File: src/rtl/pc_fetch_unit_pkg.sv
// ---------------------------------------------------------------------------
// pc_fetch_unit_pkg
// Shared definitions for the PC / instruction fetch unit:
//   - fetch_state_e      : fetch FSM state encoding (S_REQ, S_VALID, S_TRAP)
//   - RESET_PC_DEFAULT   : default PC loaded on reset
//   - NOP_INST_DEFAULT   : default instruction word shown while nothing is valid
//   - pc_plus4()         : sequential PC increment, wraps modulo 2^32
// ---------------------------------------------------------------------------
package pc_fetch_unit_pkg;

    typedef enum logic [1:0] {
        S_REQ   = 2'd0,  // request outstanding, waiting for IMemAck
        S_VALID = 2'd1,  // Inst holds the instruction at PC
        S_TRAP  = 2'd2   // misaligned taken target; frozen until reset
    } fetch_state_e;

    localparam logic [31:0] RESET_PC_DEFAULT = 32'h0000_0000;
    localparam logic [31:0] NOP_INST_DEFAULT = 32'h0000_0013;

    // Carry out of bit 31 is dropped on purpose: 0xFFFF_FFFC wraps to 0.
    function automatic logic [31:0] pc_plus4(input logic [31:0] pc);
        return pc + 32'd4;
    endfunction

endpackage

File: src/rtl/pc_fetch_unit.sv
// ---------------------------------------------------------------------------
// pc_fetch_unit
// Holds the program counter, fetches the instruction at PC from instruction
// memory and presents it to the core until the core retires it.
//
// Ports:
//   clk          in   clock, all state on rising edge
//   rst          in   synchronous active-high reset
//   NextPCSrc    in   1 = take ALURes target, 0 = sequential PC+4
//   ALURes       in   branch/jump target (bit 0 is forced to 0)
//   Retire       in   core finished the current instruction
//   Stall        in   core hold, blocks Retire
//   IMemReq      out  instruction memory read request
//   IMemAddr     out  instruction memory address (= PC)
//   IMemAck      in   read data returned this cycle
//   IMemRData    in   read data
//   PC           out  current instruction address
//   PCPlus4      out  PC + 4 (combinational)
//   Inst         out  registered instruction, NOP_INST while not valid
//   InstValid    out  Inst holds the instruction at PC
//   Misaligned   out  sticky misaligned-target trap flag
//   dbg_state_o  out  current fetch FSM state
//
// Memory handshake: IMemReq is the request-valid and IMemAck the response.
// Once IMemReq rises it stays high with IMemAddr stable until the cycle in
// which IMemAck is seen; that cycle completes the transfer and IMemReq drops
// on the next cycle. IMemAck in any other cycle carries no transfer.
// ---------------------------------------------------------------------------
module pc_fetch_unit
    import pc_fetch_unit_pkg::*;
#(
    parameter logic [31:0] RESET_PC = RESET_PC_DEFAULT,
    parameter logic [31:0] NOP_INST = NOP_INST_DEFAULT
) (
    input  logic         clk,
    input  logic         rst,
    input  logic         NextPCSrc,
    input  logic [31:0]  ALURes,
    input  logic         Retire,
    input  logic         Stall,
    output logic         IMemReq,
    output logic [31:0]  IMemAddr,
    input  logic         IMemAck,
    input  logic [31:0]  IMemRData,
    output logic [31:0]  PC,
    output logic [31:0]  PCPlus4,
    output logic [31:0]  Inst,
    output logic         InstValid,
    output logic         Misaligned,
    output fetch_state_e dbg_state_o
);

    fetch_state_e state_q, state_d;
    logic [31:0]  pc_q, pc_d;
    logic [31:0]  inst_q, inst_d;

    logic [31:0]  seq_pc;
    logic [31:0]  target_pc;
    logic [31:0]  next_pc;
    logic         retire_ok;

    assign seq_pc    = pc_plus4(pc_q);
    // Jump targets are halfword aligned by clearing bit 0.
    assign target_pc = ALURes & ~32'h0000_0001;
    assign next_pc   = NextPCSrc ? target_pc : seq_pc;
    assign retire_ok = Retire && !Stall;

    always_comb begin
        state_d   = state_q;
        pc_d      = pc_q;
        inst_d    = inst_q;
        IMemReq   = 1'b0;
        InstValid = 1'b0;
        Misaligned = 1'b0;

        case (state_q)
            S_REQ: begin
                IMemReq = 1'b1;
                if (IMemAck) begin
                    inst_d  = IMemRData;
                    state_d = S_VALID;
                end
            end

            S_VALID: begin
                InstValid = 1'b1;
                if (retire_ok) begin
                    // Inst register returns to NOP whenever it stops being
                    // valid, so Inst can be driven straight from it.
                    inst_d = NOP_INST;
                    if (NextPCSrc && next_pc[1]) begin
                        // Misaligned taken target: PC keeps the faulting
                        // instruction's address for the trap handler.
                        state_d = S_TRAP;
                    end else begin
                        pc_d    = next_pc;
                        state_d = S_REQ;
                    end
                end
            end

            S_TRAP: begin
                Misaligned = 1'b1;
            end

            default: begin
                state_d = S_REQ;
            end
        endcase
    end

    always_ff @(posedge clk) begin
        if (rst) begin
            state_q <= S_REQ;
            pc_q    <= RESET_PC;
            inst_q  <= NOP_INST;
        end else begin
            state_q <= state_d;
            pc_q    <= pc_d;
            inst_q  <= inst_d;
        end
    end

    assign IMemAddr    = pc_q;
    assign PC          = pc_q;
    assign PCPlus4     = seq_pc;
    assign Inst        = inst_q;
    assign dbg_state_o = state_q;

endmodule

File: config.mk
export PLATFORM = sky130hd
export DESIGN_NAME = pc_fetch_unit
export DESIGN_NICKNAME = d
export VERILOG_FILES = /design/src/rtl/pc_fetch_unit_pkg.sv /design/src/rtl/pc_fetch_unit.sv
export SDC_FILE = /design/constraint.sdc
export NUM_CORES = 1
export LEC_CHECK = 0
export CAP_MARGIN = 20
export CORE_UTILIZATION = 39
export CTS_BUF_LIST = sky130_fd_sc_hd__clkbuf_16
export DETAILED_ROUTE_END_ITERATION = 12
export PLACE_DENSITY = 0.85
export SLEW_MARGIN = 20
export SYNTH_ARGS = -nofsm -noshare
export SYNTH_HDL_FRONTEND = slang
export SYNTH_SLANG_ARGS = --single-unit
File: constraint.sdc
create_clock -name clk -period 2.5 [get_ports clk]
set_input_delay 0.25 -clock clk [delete_from_list [all_inputs] [get_ports clk]]
set_output_delay 0.25 -clock clk [all_outputs]
set_load 0.005 [all_outputs]
==> results of run 1 <==
-- metrics by stage --
step	worst slack, ns	hold WS [ns]	setup TNS [ns]
CTS	-0.0447	0.282	-0.123
global route	-0.149	0.322	-0.362
detailed placement	0.150	0.475	0
floorplan	0.480	0.373	0
global placement	0.189	0.460	0
finish	-0.0127	0.294	-0.0149
-- power by group --
part | internal (mW) | total [mW] | switching [mW]
Combinational | 0.246 | 0.410 | 0.164
Clock | 0.975 | 1.46 | 0.483
Sequential | 1.08 | 1.10 | 0.0296
Total | 2.30 | 2.97 | 0.677
-- cell families (layout without fill, tap and decap cells) --
group / Yosys count / count (layout) / share of synthesized area [%]
and+or+nand+nor: 184 / 184 / 27.0
AOI/OAI and AO/OA: 102 / 102 / 18.8
buffers and inverters: 68 / 277 / 11.2
DFF: 65 / 65 / 35.1
xor gates and xnor gates: 27 / 27 / 6.37
muxes: 4 / 4 / 1.15
adders and majority gates: 1 / 1 / 0.337
other: 1 / 3 / 0.101
-- registers in the layout, summed over array words and instances (netlist names) --
| signal | cells |
|---|---|
| IMemAddr | 31 |
| dbg_state_o | 2 |
| Inst | 32 |
-- layout make-up --
class / instances / area share [%]
sequential: 65 / 20.6
tap: 129 / 2.51
timing repair buffer: 258 / 38.4
multi-input combinational: 321 / 33.0
clock inverter: 7 / 1.83
inverter: 3 / 0.175
clock buffer: 9 / 3.50
-- metal layers --
| layer | wire length, um | GRT usage (%) | vias up |
|---|---|---|---|
| met3 | 1340 | 7.38 | 30 |
| met1 | 5310 | 29.5 | 2038 |
| met4 | 320 | 11.5 | 0 |
| li1 | - | - | 2006 |
| met5 | 0 | 0 | - |
| met2 | 6850 | 46.8 | 284 |
-- cell usage in the layout, fill, tap and decap left out, types with 5 or more instances in the layout --
master,netlist,layout
nor3_1,10,9
nand4_1,8,8
a21oi_1,17,17
buf_6,0,6
clkdlybuf4s50_1,0,186
dfxtp_2,0,15
nand2b_1,11,11
xor2_1,9,8
xnor2_1,18,14
a31oi_1,9,9
a21o_1,5,5
a22oi_1,32,32
nor2_1,52,48
buf_4,38,54
clkbuf_16,0,9
nand3_1,19,17
dfxtp_1,65,49
o21ai_0,13,13
nand2_1,37,37
dlymetal6s2s_1,0,8
-- worst paths after layout --
check                   start      endpoint  slack (ns)  depth (start not counted)
setup / recovery  IMemAddr[2]   PCPlus4[30]       -0.01                          8
hold / removal            rst  IMemAddr[19]        0.29                          2
setup reg to reg  IMemAddr[3]  IMemAddr[19]        0.43                          7
hold reg to reg       Inst[1]       Inst[1]        0.49                          2
-- repair_timing --
item	CTS	global route
hold endpoints to repair	0	0
gates resized for setup	25	35
setup buffers	5	14
setup endpoints to repair	17	18
pin swaps	5	9
==> flow_metrics.py, run 1 <==
metrics = {
    "logic_synthesis": {
        "synth_edf_count": 0,
        "synth_ff_type": "dfxtp_1",
        "ys_top_cells_by_area": "dfxtp_1 (35%), buf_4 (7.7%), a22oi_1 (6.5%)",
        "yosys-top-cells-count": "dfxtp_1 (65), nor2_1 (52), buf_4 (38), nand2_1 (37), a22oi_1 (32)",
        "synth_cell_type_count": 59,
        "synth_seq_cells": 65,
        "synth-async-reset-ratio_pct": 0,
        "synth_top_area_share_pct": 35.1,
        "yosys_warnings": 0,
        "syn_area_sq_mm": 0.00371,
        "ys_seq_area_share_pct": 35.1,
        "synth_top_cell_by_area": "dfxtp_1",
        "syn_avg_cell_area_sq_um": 8.21,
        "post-synth-top-count-cell": "dfxtp_1",
        "syn-instance-count": 452,
    },
    "floorplan": {
        "core_sq_mm": 0.00924,
        "ios": 203,
        "die_h_um": 99.5,
        "placementRows": 35,
        "die_area_sq_mm": 0.00991,
        "start_util_pct": 40.2,
        "die_w_um": 99.5,
    },
    "sta": {
        "report.final.hold_viol_count": 0,
        "setup_ws_ns": -0.0127,
        "grt_setup_unrepaired": "yes",
        "report.final.slew_viol_count": 0,
        "slew_headroom_pct": 62.0,
        "setup_viol": 2,
        "max_freq_mhz": 398,
        "period_share_pct": 101,
        "tightest_slew_ns": 0.568,
        "min_period_ns": 2.51,
        "fin_skew_ns": 0.00641,
    },
    "global_route": {
        "grt_antenna_before_repair": 0,
        "grt_usage_pct": 26.4,
        "grt_first_pass_wirelength_mm": 20.8,
        "grt_max_degree": 53,
        "overflow": 0,
        "grt_pass1_vias": 4216,
    },
    "placement": {
        "io_buffers": 198,
        "hpwlAfterDp_mm": 9.67,
        "placed_area_sq_mm": 0.00577,
        "gp_congestion": 0.910,
        "dp_cells": 757,
    },
    "setup_path": {
        "start_kind": "flop",
        "crit_type": "reg -> out",
        "path_buf_inv": 2,
        "path_cells": "ha_2, nand3_2, nor3_4, buf_4, and2_4, nand3_1, xnor2_1, clkdlybuf4s50_1",
        "end_kind": "output pin",
        "cp_data_required_time_ns": 2.25,
        "cpPeakStageDelay_ns": 0.51,
        "cpLargestDelayFamily": "buffers and inverters",
        "crit_fanout": 4,
        "crit_arrival_ns": 2.26,
        "cpMaxStageDelayCell": "clkdlybuf4s50_1",
    },
    "run_status": {
        "status": "finished with violations",
        "violations": "negative setup slack",
    },
    "cells_and_area": {
        "register_area_sq_mm": 0.00132,
        "stdcell_count": 792,
        "antenna_cells": 0,
        "drive_gt1_share_pct": 19.3,
        "post-route-cell-area_sq_mm": 0.00643,
        "utilization_pct": 69.6,
        "syn_to_final_growth_pct": 73.3,
        "multiInputGateArea_sq_mm": 0.00213,
        "nNetsFinal": 729,
        "fillers": 690,
    },
    "pwr": {
        "irDropWorstVdd_mv": 0.512,
        "cellLeakagePower_nw": 2.67,
        "finalPower_mw": 2.97,
        "cellPowerDensity_mw_per_mm2": 462,
    },
    "detailed_routing": {
        "dr_total_vias": 4358,
        "ant_nets": 0,
        "drc_errors": 0,
        "drt-pass1-iter-count": 5,
        "drt-initial-drc-count": 396,
        "vias_per_cell": 5.50,
        "wl_mm": 13.8,
        "wl_per_cell_um": 17.4,
    },
    "clocking": {
        "cts_max_path_buffers": 2,
        "cts_root_buf": "clkbuf_16",
        "cts_max_level": 3,
        "cts_inserted_buffers": 9,
        "clkSinkCount": 65,
        "cts_hold_buffers": 0,
        "cts_tree": "built",
        "clock_latency_ns": 0.33,
        "cts.clk_slew.worst_paths_ns": 0.06,
    },
    "job": {
        "maxCapViolCount": 0,
    },
    "min_path": {
        "hold_class": "in -> reg",
    },
}
(Power assumes the default switching activity.)
==> run 2, diff against run 1 <==
Settings changed: CORE_UTILIZATION 39 to 30, PLACE_DENSITY 0.85 to 0.69.
==> flow_metrics.py, run 2 (synthesis gave the netlist of run 1 again) <==
metrics = {
    "floorplan": {
        "die_w_um": 113,
        "die_h_um": 113,
        "start_util_pct": 30.9,
        "placementRows": 40,
        "ios": 203,
        "die_area_sq_mm": 0.0128,
        "core_sq_mm": 0.0120,
    },
    "setup_path": {
        "startpoint": "IMemAddr[3]",
        "cp_data_required_time_ns": 2.25,
        "path_cells": "buf_6, and4_4, nand4_1, o31a_1, or2_2, clkdlybuf4s50_1",
        "crit_fanout": 6,
        "crit_type": "reg -> out",
        "crit_arrival_ns": 2.22,
        "cpMaxStageDelayCell": "clkdlybuf4s50_1",
        "r2r-start": "dbg_state_o[0]",
        "cpLargestDelayFamily": "simple AND/OR/NAND/NOR gates",
        "start_kind": "flop",
        "cpPeakStageDelay_ns": 0.45,
        "path_buf_inv": 2,
        "end_kind": "output pin",
    },
    "sta": {
        "report.final.slew_viol_count": 0,
        "tightest_slew_ns": 0.600,
        "grt_setup_unrepaired": "yes",
        "slew_headroom_pct": 59.9,
        "max_freq_mhz": 404,
        "setup_viol": 0,
        "tns_ns": 0,
        "report.final.hold_viol_count": 0,
        "period_share_pct": 98.9,
        "min_period_ns": 2.47,
        "fin_skew_ns": 0.00746,
    },
    "cells_and_area": {
        "final_common_cell": "clkdlybuf4s50_1",
        "final_cell_mix": "clkdlybuf4s50_1 (187), buf_4 (55), nor2_1 (49)",
        "utilization_pct": 53.3,
        "antenna_cells": 0,
        "largest_reg_flops": 32,
        "syn_to_final_growth_pct": 72.7,
        "fillers": 1094,
        "register_area_sq_mm": 0.00133,
        "nNetsFinal": 730,
        "drive_gt1_share_pct": 18.7,
        "multiInputGateArea_sq_mm": 0.00210,
    },
    "detailed_routing": {
        "drt-initial-drc-count": 262,
        "wl_per_cell_um": 17.2,
        "ant_nets": 0,
        "drt-pass1-iter-count": 4,
        "drc_errors": 0,
        "vias_per_cell": 5.21,
        "wl_mm": 13.9,
        "dr_total_vias": 4224,
    },
    "clocking": {
        "clock_latency_ns": 0.33,
        "clkSinkCount": 65,
        "cts_max_level": 3,
        "cts_inserted_buffers": 9,
        "cts_tree": "built",
        "cts_root_buf": "clkbuf_16",
        "cts_max_path_buffers": 2,
        "cts.clk_slew.worst_paths_ns": 0.06,
        "cts_hold_buffers": 0,
    },
    "placement": {
        "gp_congestion": 0.914,
        "io_buffers": 198,
        "hpwlAfterDp_mm": 10.1,
    },
    "global_route": {
        "grt_max_degree": 44,
        "grt_antenna_before_repair": 0,
        "grt_first_pass_wirelength_mm": 21.7,
        "grt_usage_pct": 21.4,
        "grt_pass1_vias": 4211,
        "overflow": 0,
    },
    "pwr": {
        "cellPowerDensity_mw_per_mm2": 446,
        "finalPower_mw": 2.86,
        "cellLeakagePower_nw": 2.61,
        "irDropWorstVdd_mv": 0.395,
    },
    "job": {
        "maxCapViolCount": 0,
    },
    "run_status": {
        "status": "finished, final reports clean",
    },
    "min_path": {
        "hold_class": "in -> reg",
        "worstHoldStart": "rst",
    },
}
==> run 2: timing repair <==
| item | in CTS | in global routing |
|---|---|---|
| gates resized for setup | 29 | 29 |
| endpoints found under the hold margin | 0 | 0 |
| pin swaps | 4 | 12 |
| setup endpoints to repair | 18 | 15 |
| buffers inserted | 4 | 8 |
==> run 2: area by class of cell <==
class / instances / share of cell area [%]
well taps: 147 / 2.87
multi-input cells: 321 / 32.8
flip-flops and latches: 65 / 20.8
repair buffers: 259 / 38.5
clock inverters: 7 / 1.35
clock buffers: 9 / 3.51
inverters: 3 / 0.176
==> run 2: worst register-to-register path, cell delays in order, from the launching register on <==
cell       delay [ns]
dfxtp_1          0.46
nand4bb_1        0.29
or3_1            0.60
or4_1            0.48
nand3_1          0.10
==> run 2: per-layer routing <==
layer,vias to the layer above,global-route usage [%],share of wire (%)
li1,2002,-,-
met1,2002,26.2,40
met2,201,35.1,49
met3,19,5.95,9.4
met4,0,9.21,1.7
met5,-,0,0
==> run 2: final timing paths <==
| check | endpoint | slack (ns) | cells after the start |
|---|---|---|---|
| min | IMemAddr[12] | 0.42 | 3 |
| max reg2reg | IMemAddr[27] | 0.52 | 4 |
| min reg2reg | Inst[4] | 0.48 | 2 |
| max | PCPlus4[31] | 0.03 | 6 |
==> run 2: where the power goes <==
part,total (mW),switching (mW),internal [mW]
clock,1.34,0.478,0.862
sequential,1.10,0.0277,1.07
combinational,0.415,0.167,0.248
==> run 2: per-stage QoR <==
stage               cells  cell area, sq um  setup slack [ns]  hold WS, ns
finish                811              6410            0.0268        0.418
global route          811              6410           -0.0635        0.425
CTS                   803              6270           -0.0319        0.400
detailed placement    783              5850             0.103        0.468
global placement      783              5850             0.162        0.460
floorplan             454              3720             0.480        0.373
